--- config.mk ---
export PLATFORM = sky130hd
export DESIGN_NAME = pll_lock_reset_ctrl
export DESIGN_NICKNAME = d
export VERILOG_FILES = /design/src/rtl/pll_rst_pkg.sv /design/src/rtl/rst_sync_bit.sv /design/src/rtl/pll_lock_reset_ctrl.sv
export SDC_FILE = /design/constraint.sdc
export NUM_CORES = 1
export LEC_CHECK = 0
export BUFFER_PORTS_ARGS = -buffer_cell sky130_fd_sc_hd__buf_4
export CAP_MARGIN = 10
export CORE_MARGIN = 2
export CORE_UTILIZATION = 52
export DETAILED_ROUTE_END_ITERATION = 12
export GPL_TIMING_DRIVEN = 0
export PLACE_DENSITY = 0.73
export SYNTH_ARGS = -nofsm -noshare
export SYNTH_HDL_FRONTEND = slang
export SYNTH_HIERARCHICAL = 1
export SYNTH_SLANG_ARGS = --single-unit
--- constraint.sdc ---
create_clock -name CLK -period 2.2 [get_ports CLK]
set_input_delay 0.33 -clock CLK [delete_from_list [all_inputs] [get_ports CLK]]
set_output_delay 0.33 -clock CLK [all_outputs]
set_load 0.01 [all_outputs]
--- src/rtl/pll_rst_pkg.sv ---
// ============================================================================
// Module : pll_rst_pkg
// Brief  : Shared state encoding and default constants for the PLL reset sequencer.
// Rev    : 1.0
// ============================================================================
`default_nettype none

package pll_rst_pkg;

  localparam int DEF_SYNC_STAGES      = 2;
  localparam int DEF_LOCK_QUAL_CYCLES = 1024;
  localparam int DEF_RELEASE_CYCLES   = 16;
  localparam int DEF_LOSS_CNT_W       = 8;

  typedef enum logic [1:0] {
    ST_WAIT = 2'd0,
    ST_QUAL = 2'd1,
    ST_HOLD = 2'd2,
    ST_RUN  = 2'd3
  } seq_state_t;

  function automatic int max_int(input int a, input int b);
    return (a > b) ? a : b;
  endfunction

endpackage

`default_nettype wire

--- src/rtl/rst_sync_bit.sv ---
// ============================================================================
// Module : rst_sync_bit
// Brief  : STAGES-deep async-clear single-bit synchronizer.
// Rev    : 1.0
// ============================================================================
`default_nettype none

module rst_sync_bit #(
  parameter int STAGES = 2
) (
  input  logic clk,
  input  logic rst_n,
  input  logic d,
  output logic q
);

  logic [STAGES-1:0] sync_q;

  always_ff @(posedge clk or negedge rst_n) begin
    if (!rst_n) begin
      sync_q <= '0;
    end else begin
      sync_q <= {sync_q[STAGES-2:0], d};
    end
  end

  assign q = sync_q[STAGES-1];

endmodule

`default_nettype wire

--- src/rtl/pll_lock_reset_ctrl.sv ---
// ============================================================================
// Module : pll_lock_reset_ctrl
// Brief  : Qualifies PLL lock / init-done / external reset and sequences the
//          fabric reset release; keeps a saturating lock-loss count.
// Rev    : 1.0
// ============================================================================
`default_nettype none

module pll_lock_reset_ctrl
  import pll_rst_pkg::*;
#(
  parameter int SYNC_STAGES      = DEF_SYNC_STAGES,
  parameter int LOCK_QUAL_CYCLES = DEF_LOCK_QUAL_CYCLES,
  parameter int RELEASE_CYCLES   = DEF_RELEASE_CYCLES,
  parameter int LOSS_CNT_W       = DEF_LOSS_CNT_W
) (
  input  logic                  CLK,
  input  logic                  RESETN,
  input  logic                  PLL_LOCK,
  input  logic                  INIT_DONE,
  input  logic                  EXT_RST_N,
  output logic                  FABRIC_RESET_N,
  output logic                  LOCK_STABLE,
  output logic [LOSS_CNT_W-1:0] LOCK_LOSS_CNT,
  output logic [1:0]            SEQ_STATE
);

  localparam int CNT_W = $clog2(max_int(LOCK_QUAL_CYCLES, RELEASE_CYCLES) + 1);
  localparam logic [CNT_W-1:0] QUAL_LAST = CNT_W'(LOCK_QUAL_CYCLES - 1);
  localparam logic [CNT_W-1:0] HOLD_LAST = CNT_W'(RELEASE_CYCLES - 1);

  logic lock_s;
  logic init_s;
  logic ext_s;
  logic go_s;

  seq_state_t             state;
  seq_state_t             next_state;
  logic [CNT_W-1:0]       qual_cnt;
  logic [CNT_W-1:0]       qual_cnt_next;
  logic                   release_next;
  logic                   loss_inc;
  logic [LOSS_CNT_W-1:0]  loss_cnt;

  rst_sync_bit #(.STAGES(SYNC_STAGES)) u_sync_lock (
    .clk   (CLK),
    .rst_n (RESETN),
    .d     (PLL_LOCK),
    .q     (lock_s)
  );

  rst_sync_bit #(.STAGES(SYNC_STAGES)) u_sync_init (
    .clk   (CLK),
    .rst_n (RESETN),
    .d     (INIT_DONE),
    .q     (init_s)
  );

  rst_sync_bit #(.STAGES(SYNC_STAGES)) u_sync_ext (
    .clk   (CLK),
    .rst_n (RESETN),
    .d     (EXT_RST_N),
    .q     (ext_s)
  );

  assign go_s = lock_s & init_s & ext_s;

  // Outputs are registered from next_state so they switch on the same edge as the state.
  always_ff @(posedge CLK or negedge RESETN) begin
    if (!RESETN) begin
      state          <= ST_WAIT;
      qual_cnt       <= '0;
      FABRIC_RESET_N <= 1'b0;
      LOCK_STABLE    <= 1'b0;
      loss_cnt       <= '0;
    end else begin
      state          <= next_state;
      qual_cnt       <= qual_cnt_next;
      FABRIC_RESET_N <= release_next;
      LOCK_STABLE    <= release_next;
      if (loss_inc) begin
        loss_cnt <= loss_cnt + 1'b1;
      end
    end
  end

  // Any go_s drop during qualification returns to WAIT with no partial credit.
  always_comb begin
    next_state    = state;
    qual_cnt_next = '0;
    unique case (state)
      ST_WAIT: begin
        if (go_s) next_state = ST_QUAL;
      end
      ST_QUAL: begin
        if (!go_s)                  next_state = ST_WAIT;
        else if (qual_cnt == QUAL_LAST) next_state = ST_HOLD;
        else                        qual_cnt_next = qual_cnt + 1'b1;
      end
      ST_HOLD: begin
        if (!go_s)                  next_state = ST_WAIT;
        else if (qual_cnt == HOLD_LAST) next_state = ST_RUN;
        else                        qual_cnt_next = qual_cnt + 1'b1;
      end
      ST_RUN: begin
        if (!go_s) next_state = ST_WAIT;
      end
      default: begin
        next_state = ST_WAIT;
      end
    endcase
  end

  always_comb begin
    release_next = (next_state == ST_RUN);
    loss_inc     = (state == ST_RUN) && !lock_s && (loss_cnt != '1);
  end

  assign LOCK_LOSS_CNT = loss_cnt;
  assign SEQ_STATE     = state;

endmodule

`default_nettype wire

==> results.ini <==
[outcome]
status=completed

[worst_setup_path]
cp.required_ns=2.45
path_class=reg2reg
rr_startpoint=SEQ_STATE[0]$_DFF_PN0_
endpoint_kind=flip-flop
cp_data_arrival_time_ns=2.33
crit_path_max_fanout=5
critPathLaunch=SEQ_STATE[0]$_DFF_PN0_
crit_path_start_kind=flip-flop

[clock_network]
clock_latency_ns=0.32
cts_root_buf=clkbuf_4
numCtsBuffers=3
cts_sinks=28
cts_tree=built
clockBufferDepth=2
h-tree-depth=1
clk_pin_slew_ns=0.15

[sta]
finClkSkew_ns=0.00682
setup_viol=0
relSlewSlack=0.686
tightest_slew_ns=0.465
min_period_ns=2.08
slew_violations=0
finalCritPeriodShare=0.945
hold_viol=0
fmax_mhz=481
fin_hold_ws_ns=0.101

[pwr]
leakage_nw=0.694
fin_total_pwr_mw=0.982
power_density_nw_per_um2=629
ir_drop_mv=0.503

[drt]
drt_iter0_drc=27
wl_per_cell_um=13.7
vias_per_cell=5.63
first_pass_iters=4
vias=996
drc=0
wirelength_um=2430
drt.antenna.violating_nets=0

[layout]
layout-area-overhead-vs-synth_pct=16.7
nNetsFinal=159
drive_gt1_frac=0.224
diodes=0
final_area_sq_um=1560
final_util=0.636

[floorplanning]
dieArea_sq_um=2990
coreArea_sq_um=2450
start_util=0.545
die_h_um=54.7
std_cell_rows=18
pin_count=17
die_w_um=54.7

[grt]
globalRoute.totalOverflow=0
grt_max_degree=29
grt_pass1_vias=944
grt_usage=0.202
grt_first_pass_wirelength_um=4210
antenna_found_initial=0

[yosys]
seq_area_frac_synth=0.524
syn_avg_cell_area_sq_um=10.8
async_reset_ff_frac=1.00
synthDistinctLibCells=31
synth-seq-cells=28
synth-main-ff-cell=dfrtp_1
synth_top_area_share=0.524
yosys.cell_count.top_type=dfrtp_1
synth_commonest_cells=dfrtp_1, nor2_1, nand3_1
netlist_area_sq_um=1340
synth_edf_count=0
syn_nets=135
synthTopCellsByArea=dfrtp_1, ha_1, xnor2_1
synthCells=124
post-synth-top-area-cell=dfrtp_1
ys_warn_count=6

[min_path]
hold_path.startpoint=INIT_DONE
hold_class=in2reg

[place]
gp_congestion=0.820
dpl-instance-area_sq_um=1500
portBuffers=16
hpwl_um=1760

[run]
cap_violations=0

-- stage by stage --
| step | cells | TNS, ns | worst slack, ns |
|---|---|---|---|
| 3_5_place_dp | 170 | 0 | 0.0767 |
| 6_report | 177 | 0 | 0.121 |
| 3_3_place_gp | 170 | 0 | 0.119 |
| 5_1_grt | 177 | -0.00294 | -0.00294 |
| 4_1_cts | 175 | 0 | 0.0459 |
| 2_1_floorplan | 124 | 0 | 0.221 |
-- per-layer routing --
metal,share of wire,global-route usage,up-vias
li1,-,-,489
met1,0.48,0.283,493
met2,0.48,0.304,12
met3,0.026,0.0355,2
met4,0.0078,0.0917,0
met5,0,0,-
-- layout make-up --
class                           count  area [sq um]
Inverter                            6          22.5
Clock buffer                        4          36.3
Timing Repair Buffer               19           145
Buffer                              1          7.51
Sequential cell                    28           702
Fill cell                         208           895
Tap cell                           30          37.5
Multi-Input combinational cell     89           609
-- logic make-up (layout without fill, tap and decap cells) --
| group | after synthesis | count (layout) | synth area share |
|---|---|---|---|
| flip-flops | 28 | 28 | 0.524 |
| multiplexers | 3 | 3 | 0.0253 |
| AO/OA/AOI/OAI | 15 | 15 | 0.0861 |
| AND/OR/NAND/NOR | 53 | 53 | 0.208 |
| XOR/XNOR | 12 | 12 | 0.0786 |
| buffers and inverters | 7 | 30 | 0.0225 |
| adder cells (fa/ha/maj) | 6 | 6 | 0.0561 |
-- power by group --
group | leakage, nW | switching, mW | total (mW) | internal (mW)
Clock | 0.0210 | 0.144 | 0.245 | 0.101
Sequential | 0.375 | 0.0138 | 0.546 | 0.532
Combinational | 0.298 | 0.0996 | 0.192 | 0.0922
Total | 0.694 | 0.257 | 0.982 | 0.725
-- path summary, 6_finish.rpt --
kind,endpoint,slack (ns),cells after the start
worst max-delay path,LOCK_STABLE$_DFF_PN0_,0.12,6
worst min-delay path,u_sync_init/sync_q[0]$_DFF_PN0_,0.10,1
worst max register to register,LOCK_STABLE$_DFF_PN0_,0.12,6
worst min register to register,u_sync_ext/sync_q[1]$_DFF_PN0_,0.36,0
max in group asynchronous,SEQ_STATE[0]$_DFF_PN0_,1.49,2
min in group asynchronous,u_sync_init/sync_q[0]$_DFF_PN0_,0.44,2
-- critical path, stage by stage, from the launching register on --
cell     delay [ns]
dfrtp_2        0.46
inv_1          0.09
ha_2           0.21
or4b_1         0.47
or3_1          0.32
a211o_1        0.28
a31oi_1        0.17
-- layout by cell type, fill, tap and decap left out, types with 2 or more instances in the layout --
cell type  synthesis  layout
dfrtp_1           28      27
buf_4              1      19
nor2_1            13      13
nand3_1           10      10
nand4_1            7       7
xnor2_1            7       7
inv_1              6       6
nor3_1             6       6
nand2_1            6       6
xor2_1             5       5
ha_1               6       5
mux2_2             3       3
clkbuf_4           0       3
o41ai_1            2       2
o31a_2             2       2
a211o_1            2       2
or3_1              2       2
o21ai_0            2       2
a31oi_1            2       2
nand2b_1           2       2
-- repair_timing --
action / 4_1_cts / 5_1_grt
hold buffers: 1 / 0
endpoints found under the setup margin: 0 / 1
hold endpoints to repair: 28 / 0
setup buffers: 0 / 2
gates resized for setup: 0 / 2
-- registers in the layout (all words and copies together) (netlist names) --
| name | flops |
|---|---|
| u_sync_init/sync_q | 2 |
| u_sync_lock/sync_q | 2 |
| u_sync_ext/sync_q | 2 |
| LOCK_LOSS_CNT | 8 |
| qual_cnt | 11 |
| LOCK_STABLE | 1 |
| SEQ_STATE | 2 |
No activity file was read; power rests on OpenSTA's default activity.
